===== src/rtl/instr_fetch_unit_pkg.sv =====
// Shared constants and types for the instruction fetch unit.
// Instruction words are fixed 32-bit and must sit on 4-byte boundaries.
package instr_fetch_unit_pkg;

    localparam int INSTR_WIDTH = 32;
    localparam int INSTR_BYTES = 4;
    localparam logic [1:0] ALIGN_MASK = 2'b11;

    typedef enum logic {
        FETCH = 1'b0,
        FAULT = 1'b1
    } fetch_state_e;

    function automatic logic is_aligned(input logic [1:0] lsbs);
        return (lsbs & ALIGN_MASK) == 2'b00;
    endfunction

endpackage


===== src/rtl/instr_fetch_unit_fetch_fifo.sv =====
// Two-entry FIFO buffering returned {instr, pc} words ahead of decode.
// Flush empties it in one cycle; storage itself is never reset.
module fetch_fifo #(
    parameter int WIDTH = 64
) (
    input  logic             clk,
    input  logic             rst,
    input  logic             flush,
    input  logic             push,
    input  logic             pop,
    input  logic [WIDTH-1:0] din,
    output logic [1:0]       count,
    output logic             head_valid,
    output logic [WIDTH-1:0] head
);

    logic [WIDTH-1:0] mem_q [2];
    logic             wr_ptr_q;
    logic             rd_ptr_q;
    logic [1:0]       count_q;
    logic             do_pop;

    assign do_pop = pop & (count_q != 2'd0);

    always_ff @(posedge clk) begin
        if (rst || flush) begin
            wr_ptr_q <= 1'b0;
            rd_ptr_q <= 1'b0;
            count_q  <= 2'd0;
        end else begin
            if (push) begin
                wr_ptr_q <= ~wr_ptr_q;
            end
            if (do_pop) begin
                rd_ptr_q <= ~rd_ptr_q;
            end
            case ({push, do_pop})
                2'b10:   count_q <= count_q + 2'd1;
                2'b01:   count_q <= count_q - 2'd1;
                default: count_q <= count_q;
            endcase
        end
    end

    // A write into a full FIFO only happens alongside a pop of that same slot.
    always_ff @(posedge clk) begin
        if (push && !flush) begin
            mem_q[wr_ptr_q] <= din;
        end
    end

    assign count      = count_q;
    assign head_valid = (count_q != 2'd0);
    assign head       = mem_q[rd_ptr_q];

endmodule


===== src/rtl/instr_fetch_unit.sv =====
// Fetch initiator: issues byte addresses to a 1-cycle program memory, buffers
// responses in a 2-entry FIFO for decode, and handles branch/jump redirects.
module instr_fetch_unit
    import instr_fetch_unit_pkg::*;
#(
    parameter int          OPD_WIDTH = 32,
    parameter int          PC_WIDTH  = 12,
    parameter int unsigned RESET_PC  = 0
) (
    input  logic                   clk,
    input  logic                   rst,
    output logic [PC_WIDTH-1:0]    mem_addr,
    output logic                   mem_req,
    input  logic [INSTR_WIDTH-1:0] mem_data,
    input  logic [OPD_WIDTH-1:0]   mem_pc,
    output logic                   instr_valid,
    input  logic                   instr_ready,
    output logic [INSTR_WIDTH-1:0] instr,
    output logic [OPD_WIDTH-1:0]   instr_pc,
    input  logic                   redirect_valid,
    input  logic [PC_WIDTH-1:0]    redirect_pc,
    output logic                   fetch_fault
);

    localparam int ENTRY_W = INSTR_WIDTH + OPD_WIDTH;

    logic [PC_WIDTH-1:0] pc_q;
    logic                inflight_q;
    fetch_state_e        state_q;
    fetch_state_e        state_d;
    logic                fault_q;

    logic [1:0]          fifo_count;
    logic                head_valid;
    logic [ENTRY_W-1:0]  head;
    logic                push;
    logic                pop;
    logic [2:0]          occ;
    logic [2:0]          occ_after;

    assign pop       = head_valid & instr_ready;
    assign push      = inflight_q & ~redirect_valid;
    assign occ       = {1'b0, fifo_count} + {2'b00, inflight_q};
    assign occ_after = occ - {2'b00, pop};

    // Issue only when the word can be guaranteed a FIFO slot on return.
    assign mem_req  = ~rst & ~redirect_valid & ~fault_q & (occ_after < 3'd2);
    assign mem_addr = pc_q;

    always_ff @(posedge clk) begin
        if (rst) begin
            pc_q       <= PC_WIDTH'(RESET_PC);
            inflight_q <= 1'b0;
        end else if (redirect_valid) begin
            pc_q       <= redirect_pc;
            inflight_q <= 1'b0;
        end else begin
            inflight_q <= mem_req;
            if (mem_req) begin
                pc_q <= pc_q + PC_WIDTH'(INSTR_BYTES);
            end
        end
    end

    always_ff @(posedge clk) begin
        if (rst) begin
            state_q <= FETCH;
        end else begin
            state_q <= state_d;
        end
    end

    always_comb begin
        state_d = state_q;
        if (redirect_valid) begin
            state_d = is_aligned(redirect_pc[1:0]) ? FETCH : FAULT;
        end
    end

    always_comb begin
        fault_q = (state_q == FAULT);
    end

    fetch_fifo #(
        .WIDTH(ENTRY_W)
    ) u_fifo (
        .clk        (clk),
        .rst        (rst),
        .flush      (redirect_valid),
        .push       (push),
        .pop        (pop & ~redirect_valid),
        .din        ({mem_data, mem_pc}),
        .count      (fifo_count),
        .head_valid (head_valid),
        .head       (head)
    );

    // Unreset FIFO storage is masked so idle outputs read as zero.
    assign instr_valid = head_valid;
    assign instr       = head_valid ? head[OPD_WIDTH +: INSTR_WIDTH] : '0;
    assign instr_pc    = head_valid ? head[OPD_WIDTH-1:0] : '0;
    assign fetch_fault = fault_q;

endmodule

===== config.mk =====
export PLATFORM = sky130hd
export DESIGN_NAME = instr_fetch_unit
export DESIGN_NICKNAME = d
export VERILOG_FILES = /design/src/rtl/instr_fetch_unit_pkg.sv /design/src/rtl/instr_fetch_unit_fetch_fifo.sv /design/src/rtl/instr_fetch_unit.sv
export SDC_FILE = /design/constraint.sdc
export NUM_CORES = 1
export LEC_CHECK = 0
export ABC_CLOCK_PERIOD_IN_PS = 10000
export CAP_MARGIN = 10
export CORE_AREA = 2 2 115 117
export CTS_CLUSTER_DIAMETER = 80
export DETAILED_ROUTE_END_ITERATION = 16
export DIE_AREA = 0 0 117 119
export PLACE_DENSITY = 0.75
export SLEW_MARGIN = 20
export SYNTH_ARGS = -nofsm -noshare
export SYNTH_HDL_FRONTEND = slang
export SYNTH_HIERARCHICAL = 1
export SYNTH_SLANG_ARGS = --single-unit

===== constraint.sdc =====
create_clock -name clk -period 10 [get_ports clk]
set_input_delay 2.5 -clock clk [delete_from_list [all_inputs] [get_ports clk]]
set_output_delay 2.5 -clock clk [all_outputs]
set_load 0.005 [all_outputs]

# [After elaboration in Yosys (flattened, before gate mapping)]
# Memory sizes are Yosys's and may differ from the RTL's. A register that Yosys moved wholly into a read port is not among the register bits.
# Cells that the tools add are included.
[word_totals] reg_bits=18 mem_bits_rw=128 wordCells=45 memories=1
[classes] n_addsub=5 order_cmp=1 n_eq_ne=2 n_mux=10 bitwise=12 n_reduce_logical=8
[mem_list] memory="u_fifo.mem_q" depth=2 width=64 rd=1 rd_clocked_by_memory_dff=1 write_ports=1 line="instr_fetch_unit_fetch_fifo.sv:17" rtl="logic [WIDTH-1:0] mem_q [2];"
[op_table] cell="$mux 32" n=2
[op_table] cell="$mux 12" n=2
[op_table] cell="$add 12x3->12 const B" n=1
[op_table] cell="$and 1x1->1" n=7
[op_table] cell="$reduce_bool 2->1" n=3
[op_table] cell="$mux 1" n=5
[op_table] cell="$not 1->1" n=5
[op_table] cell="$pmux 2 s2" n=1
[op_table] cell="$add 2x1->3" n=1
[op_table] cell="$lt 3x2->1 const B" n=1
[op_table] cell="$sub 3x1->3" n=1
[op_table] cell="$add 2x1->2 const B" n=1
[op_table] cell="$eq 2x1->1 const B" n=1
[op_table] cell="$eq 2x2->1 const B" n=1
[op_table] cell="$logic_not 2->1" n=1
[op_table] cell="$reduce_or 2->1" n=1
[op_table] cell="$sub 2x1->2 const B" n=1
[op_table] cell="$logic_and 1x1->1" n=1
[op_table] cell="$logic_not 1->1" n=1
[op_table] cell="$logic_or 1x1->1" n=1

# [Depth between registers and ports, before layout]
[depth] word_depth=7 mapped_depth=11

# [Modules after synthesis]
# Netlist, hierarchy kept.
[modules_own_cells] module="fetch_fifo" instances=1 cells_per_inst=221 area_per_inst_um2=4815.9 seq_area_each_um2=3943.8
[modules_own_cells] module="instr_fetch_unit" instances=1 cells_per_inst=165 area_per_inst_um2=1236.2 seq_area_each_um2=280.3

# [Worst setup path after synthesis]
# OpenSTA, ideal clock, no wires.
[synth_timing] path_kind="in2reg" startpoint="input redirect_valid" endpoint="memory u_fifo.mem_q[1][0], enable pin" setup_time_ns=0.579 t_arrival_ns=7.775 slack_ns=1.646 cell_stages=5 cell_sequence="buf_6 clkbuf_1 nor2b_1 inv_1 nor3b_1"
[synth_between] elab_chain_cells=5 elab_cells_between_ends=6 cone_classes="2 x mux; 2 x bitwise; 2 x reduce/logical"
[synth_lines] item="start, declared" line="instr_fetch_unit.sv:20" rtl="input logic redirect_valid,"
[synth_lines] item="$not 1->1" line="instr_fetch_unit.sv:42" rtl="assign push = inflight_q & ~redirect_valid;"
[synth_lines] item="$and 1x1->1" line="instr_fetch_unit.sv:42"
[synth_lines] item="net push" line="instr_fetch_unit.sv:36" rtl="logic push;"
[synth_lines] item="$logic_and 1x1->1" line="instr_fetch_unit_fetch_fifo.sv:47" rtl="if (push && !flush) begin"
[synth_lines] item="$mux 1" line="instr_fetch_unit_fetch_fifo.sv:47"
[synth_lines] item="$mux 1 (implied by the code)" line="instr_fetch_unit_fetch_fifo.sv:48" rtl="mem_q[wr_ptr_q] <= din;"
[synth_lines] item="end, declared" line="instr_fetch_unit_fetch_fifo.sv:17"
# The timed path passes the listed nets, and every way through them passes these cells.

# [Final worst setup path]
[layout_timing] startpoint="input instr_ready" endpoint="output mem_req"
[layout_between] elab_chain_cells=4
[layout_lines] item="start, declared" line="instr_fetch_unit.sv:17" rtl="input logic instr_ready,"
[layout_lines] item="$and 1x1->1" line="instr_fetch_unit.sv:41" rtl="assign pop = head_valid & instr_ready;"
[layout_lines] item="$sub 3x1->3" line="instr_fetch_unit.sv:44" rtl="assign occ_after = occ - {2'b00, pop};"
[layout_lines] item="$lt 3x2->1" line="instr_fetch_unit.sv:47" rtl="assign mem_req = ~rst & ~redirect_valid & ~fault_q & (occ_after < 3'd2);"
[layout_lines] item="$and 1x1->1" line="instr_fetch_unit.sv:47"
[layout_lines] item="end, declared" line="instr_fetch_unit.sv:13" rtl="output logic mem_req,"
# No other way between the ends.

==> flow_metrics.py <==
metrics = {
    "global_routing": {
        "grt_pass1_wl_um": 19300,
        "overflow": 0,
        "antenna_found_initial": 0,
        "grt_pass1_vias": 3834,
        "grt_usage_pct": 18.4,
        "grt_max_degree": 67,
    },
    "placement": {
        "port_buffers": 158,
        "dp_hpwl_um": 7580,
        "place_congestion": 0.829,
    },
    "cts": {
        "htree_levels": 4,
        "clockBufferDepth": 2,
        "root_buffer": "clkbuf_16",
        "cts_hold_buffers": 0,
        "tritoncts": "yes",
        "cts.sinks": 147,
        "cts_made_buffers": 17,
        "post_cts_resized": 0,
        "clk_pin_slew_worst_paths_ns": 0.06,
        "post_cts_buffers": 0,
        "clock_latency_ns": 0.41,
    },
    "sta": {
        "fmax_ghz": 0.128,
        "worst_pin_slew_ns": 0.910,
        "fin_tns_setup_ns": 0,
        "fin_crit_sh_pct": 78.2,
        "finalSetupViolCount": 0,
        "finalMaxSlewViolations": 0,
        "whs_ns": 0.513,
        "fin_worst_skew_ns": 0.00542,
        "rsz0062_at_grt": "no",
        "layout_min_cycle_time_ns": 7.82,
        "slew_headroom_pct": 39.3,
        "finalHoldViolations": 0,
    },
    "route": {
        "final_antenna_net_count": 0,
        "drt_iter0_drc": 220,
        "vias": 3737,
        "drc": 0,
        "via_per_inst": 5.07,
        "routed_wirelength_um": 12500,
        "routedWlPerCell_um": 17.0,
        "firstDrtPassIters": 4,
    },
    "run_status": {
        "outcome": "finished clean",
    },
    "die": {
        "ios": 159,
        "die_height_um": 119,
        "rows": 42,
        "core-area_um2": 12900,
        "die-width_um": 117,
        "initial_utilization_pct": 47.0,
        "dieArea_um2": 13900,
    },
    "synthesis": {
        "synth-async-reset-ratio_pct": 0,
        "ys_ff_latch": 147,
        "synth.most_common_cell": "edfxtp_1",
        "syn_area_um2": 6050,
        "syn-instance-count": 386,
        "synth.area.top_cells": "edfxtp_1 64%, mux2_2 12%, and2_1 6.8%",
        "synthFlopType": "edfxtp_1",
        "ys_seq_area_share_pct": 69.8,
        "synthesis.nets": 470,
        "synth_edf_count": 128,
        "synth_top_area_share_pct": 63.5,
        "synthTopCellsByCount": "128 x edfxtp_1, 66 x and2_1, 65 x mux2_2, 19 x dfxtp_1, 10 x nand2_1",
        "synth.distinct_cells": 42,
        "ys_warn_count": 6,
        "syn_area_per_cell_um2": 15.7,
        "synth_area_leader_cell": "edfxtp_1",
    },
    "cells_and_area": {
        "antennaDiodeCount": 0,
        "fillCellCount": 942,
        "regArea_um2": 4230,
        "drive_gt1_share_pct": 19.3,
        "multiInputGateArea_um2": 1730,
        "nets": 632,
        "final_util_pct": 66.5,
        "area_growth_pct": 41.4,
    },
    "worst_setup_path": {
        "crit_path_end": "mem_req",
        "cp-startpoint": "instr_ready",
        "critical_path_required_ns": 7.50,
        "reg2reg_depth": 9,
        "rrSetupSlack_ns": 6.54,
        "crit_arrival_ns": 5.32,
        "regToRegEndpoint": "mem_addr[9]",
        "startpoint_type": "input port",
        "path_class": "input port to output port",
        "crit_path_end_kind": "output port",
        "crit_fanout": 11,
        "rr_startpoint": "u_fifo/count[1]",
    },
    "min_path": {
        "hp-class": "register to register",
    },
    "pwr": {
        "power_per_cell_area_nw_per_um2": 182,
        "finalPower_w": 0.00156,
        "vdd.ir_drop.worst_mv": 0.118,
        "leakagePower_nw": 2.88,
    },
    "run": {
        "max-cap-violations": 0,
    },
}
critical path, stage by stage:
cell	delay, ns
clkdlybuf4s50_1	0.40
and2_1	0.17
ha_1	0.28
nand2b_1	0.16
fa_1	0.49
nor4b_4	0.32
nand2_4	0.15
inv_1	0.28
clkdlybuf4s50_1	0.56
kinds of logic after synthesis:
logic type	after synthesis	synth area share (%)
flip-flops	147	69.8
AND/OR/NAND/NOR	111	11.0
multiplexers	69	12.8
buffers and inverters	26	1.90
AO/OA/AOI/OAI	24	2.83
XOR/XNOR	5	0.724
adder cells (fa/ha/maj)	4	0.951
metrics by stage:
| step | std cells | worst slack [ns] | area (um^2) |
|---|---|---|---|
| global route | 737 | 2.01 | 8560 |
| detailed placement | 705 | 2.19 | 7800 |
| CTS | 737 | 2.18 | 8560 |
| global placement | 705 | 2.28 | 7800 |
| floorplan | 386 | 1.65 | 6050 |
| finish | 737 | 2.18 | 8560 |
registers in the layout, indices dropped and copies added, names as in the netlist, named ones only:
signal,flops
u_fifo/mem_q,128
mem_addr,12
inflight_q,1
u_fifo/wr_ptr_q,1
u_fifo/rd_ptr_q,1
fetch_fault,1
u_fifo/count,2
report_power, final:
part / internal, W / switching (W)
Clock: 0.000567 / 0.000237
Sequential: 0.000675 / 0.00000613
Combinational: 0.0000476 / 0.0000269
Total: 0.00129 / 0.000270
worst min-delay path by stage:
stage | from | end | slack (ns) | cells after the start
floorplan | mem_addr[0] | mem_addr[0] | 0.48 | 2
global placement | mem_addr[0] | mem_addr[0] | 0.48 | 2
detailed placement | mem_addr[1] | mem_addr[1] | 0.50 | 2
CTS | mem_addr[1] | mem_addr[1] | 0.52 | 2
global route | mem_addr[1] | mem_addr[1] | 0.56 | 2
finish | mem_addr[1] | mem_addr[1] | 0.51 | 2
layout make-up:
class | count | share of cell area [%]
inverters | 8 | 0.351
well taps | 176 | 2.57
flip-flops and latches | 147 | 49.4
clock inverters | 15 | 3.89
multi-input cells | 213 | 20.2
repair buffers | 161 | 18.7
clock buffers | 17 | 4.97
cells in the final DEF, fill, tap and decap left out, drive strengths merged, types with 3 or more instances in the layout:
cell and n:
buf 4, nor3 7, clkdlybuf4s50 157, and2 66, nand4 4, nand2 11
xnor2 4, nand3 4, dfxtp 19, mux2i 4, clkbuf 17, bufinv 10
a21oi 4, clkinvlp 3, nor2 7, ha 3, a31oi 4, edfxtp 128
a211oi 3, mux2 65, inv 8
metal layers:
metal	part of all wire [%]	track usage (%)	up-vias
li1	-	-	1761
met1	43	22.7	1837
met2	49	30.1	133
met3	7.4	6.97	6
met4	0.46	5.00	0
met5	0	0	-
No activity file was read; power rests on OpenSTA's default activity.
==> RTL edit, RTL diff (same flow settings) <==
Put a register stage on the output `fetch_fault`, cleared by the reset. The value now appears one clock later. The other outputs are not delayed to match.
--- a/src/rtl/instr_fetch_unit.sv
+++ b/src/rtl/instr_fetch_unit.sv
@@ -100,5 +100,11 @@
     assign instr       = head_valid ? head[OPD_WIDTH +: INSTR_WIDTH] : '0;
     assign instr_pc    = head_valid ? head[OPD_WIDTH-1:0] : '0;
-    assign fetch_fault = fault_q;
+    always_ff @(posedge clk) begin
+        if (rst) begin
+            fetch_fault <= '0;
+        end else begin
+            fetch_fault <= fault_q;
+        end
+    end
 
 endmodule
Formal check against the unedited RTL: not equivalent (Yosys sat finds a counterexample within 4 cycles, from zero or initial values and one cycle with rst high).
==> RTL edit against the unedited design <==
  * Wire length decreased by 2.9%
  * Synthesized area rose by 0.35%
  * Clock skew about the same
  * Non-clock buffer count is 1 higher
  * Die area is the same
  * Via count is 0.80% higher
  * Count of clock-buffer cells in the layout up 6
  * Setup slack improved by 0.11 ns
  * Final area decreased by 1.8%
  * First-iteration DRC count grew 21%
  * Sequential cell count is 1 higher
  * Power is 13% lower
  * Global-route usage decreased by 0.41 points
  * Critical path type unchanged
  * Largest cell class unchanged
==> RTL edit: results (changes against the unedited design) <==
[run_status]
outcome = complete, no violations

[sta]
slew_headroom_pct = 39.93  ; +0.59 points
worst_pin_slew_ns = 0.8983  ; -0.01164 ns
skew_ns = 0.005383  ; -0.00003361 ns

[placed_design]
placed_area_mm2 = 0.007840  ; +0.48%
finalWeightedCongestion = 0.8424  ; +1.6%
port-buffer-count = 158  ; unchanged
dp_hpwl_um = 7725  ; +2.0%

[setup_path]
crit_fanout = 8  ; -3
crit_arrival_ns = 5.20  ; -0.12 ns
critPathTopFamily = buffers and inverters
cp_slowest_cell = clkdlybuf4s50_1
cpPeakStageDelay_ns = 0.54  ; -0.02 ns

[grt]
grt_pass1_wl_um = 18770  ; -2.9%
grt_max_degree = 67  ; unchanged
grt_pass1_vias = 3869  ; +0.91%
grt_usage_pct = 17.94  ; -0.41 points
antenna_found_initial = 0  ; unchanged

[finish]
fin_nets = 635  ; +0.47%
filler_cell_count = 951  ; +0.96%
largest_reg_flops = 128  ; unchanged
drive_above_1_share_pct = 17.26  ; -2.0 points
regMostFlops = u_fifo/mem_q

[power]
vdd_ir_drop_max_uv = 91.91  ; -22%
leakage_nw = 2.816  ; -2.3%

[synthesis]
synth_fp_nets = 473  ; +0.64%
async_reset_ff_share_pct = 0  ; unchanged
ys_types = 42  ; unchanged
ys_seq_area_share_pct = 69.88  ; +0.085 points
synth_edf_count = 128  ; unchanged
synth_top_cells_by_area = edfxtp_1 (63%), mux2_2 (12%), and2_1 (7.1%)
synth.top_cells.by_count = edfxtp_1 (128), and2_1 (69), mux2_2 (64), dfxtp_1 (20), nand2_1 (11)
yosysWarnings = 6  ; unchanged

[clock_network]
root_buffer = clkbuf_16
cts_max_level = 4  ; unchanged
cts_made_buffers = 17  ; unchanged
post_cts_resized = 0  ; unchanged
cts_buffer_depth = 2  ; unchanged
clk_latency_ns = 0.41  ; about the same
clk_pin_slew_ns = 0.05
post_cts_buffers = 0  ; unchanged

[hold_path]
hold_path.class = reg2reg

[detailed_routing]
drt-vias-per-instance = 5.097  ; +0.53%
dr.first_iter.drc_count = 267  ; +21%
dr.pass1.iters = 4  ; unchanged
routed_wl_um = 12140  ; -2.9%

[RTL edit: cell types whose count changed in the layout (fill, tap and decap cells not counted), moves of 2 or more]
| cell | change |
|---|---|
| clkinvlp_4 | -3 |
| bufinv_16 | -7 |
| nor3_1 | -2 |
| or3_1 | +3 |
| nand3_1 | -2 |
| clkinv_1 | +2 |
| o211ai_1 | +4 |
| o311ai_0 | -2 |
| o31a_1 | +2 |
| a21oi_1 | +2 |
| and2_1 | +3 |
| clkbuf_1 | +6 |
[RTL edit: worst paths after layout]
kind / slack, ns / depth (start not counted) / start / to
worst min register to register: 0.52 / 2 / mem_addr[0] / mem_addr[0]
worst min-delay path: 0.52 / 2 / mem_addr[0] / mem_addr[0]
worst max-delay path: 2.30 / 9 / instr_ready / mem_req
worst max register to register: 6.65 / 9 / u_fifo/count[1] / mem_addr[10]
[RTL edit: metal layers]
metal  global-route usage [%]  routed length, µm
met5                        0                  0
met4                    6.250                182
met1                    21.36               4939
met3                    6.565                863
met2                    29.84               6152
[RTL edit: area by class of cell]
| cell class | instances | share of cell area, % |
|---|---|---|
| inverters | 8 | 0.3575 |
| flip-flops and latches | 148 | 50.54 |
| clock buffers | 23 | 5.332 |
| well taps | 176 | 2.621 |
| repair buffers | 162 | 19.18 |
| diodes | 1 | 0.02979 |
| multi-input cells | 214 | 20.66 |
| clock inverters | 7 | 1.281 |
[RTL edit: per-stage QoR]
step | hold WS [ns] | power [mW] | instances | setup WS, ns | utilization [%]
after floorplan | 0.4757 | 0.7186 | 389 | 1.648 | -
after global placement | 0.4843 | 0.7691 | 708 | 2.368 | 60.80
after detailed placement | 0.4976 | 0.7717 | 708 | 2.348 | 60.89
after CTS | 0.5192 | 1.375 | 738 | 2.314 | 65.21
after global routing | 0.5505 | 1.408 | 738 | 2.180 | 65.23
final | 0.5177 | 1.364 | 739 | 2.296 | 65.25
[RTL edit: cell families after synthesis]
| group | after synthesis | synth area share (%) |
|---|---|---|
| flops | 148 | 69.88 |
| simple gates | 112 | 11.15 |
| mux | 67 | 12.36 |
| buf+inv | 27 | 1.957 |
| compound gates | 26 | 2.987 |
| xor+xnor | 5 | 0.7210 |
| fa+ha+maj | 4 | 0.9478 |
[RTL edit: tightest hold or removal path, cell delays in order (launching register included)]
cell and delay (ns):
dfxtp_1 0.33, mux2i_1 0.07, nor2_1 0.08
[RTL edit: report_power, final]
group          internal (mW)  switching [mW]  total [mW]
Clock                  0.386           0.218       0.604
Combinational         0.0475          0.0269      0.0744
Sequential             0.680         0.00561       0.685
Total                   1.11           0.250        1.36
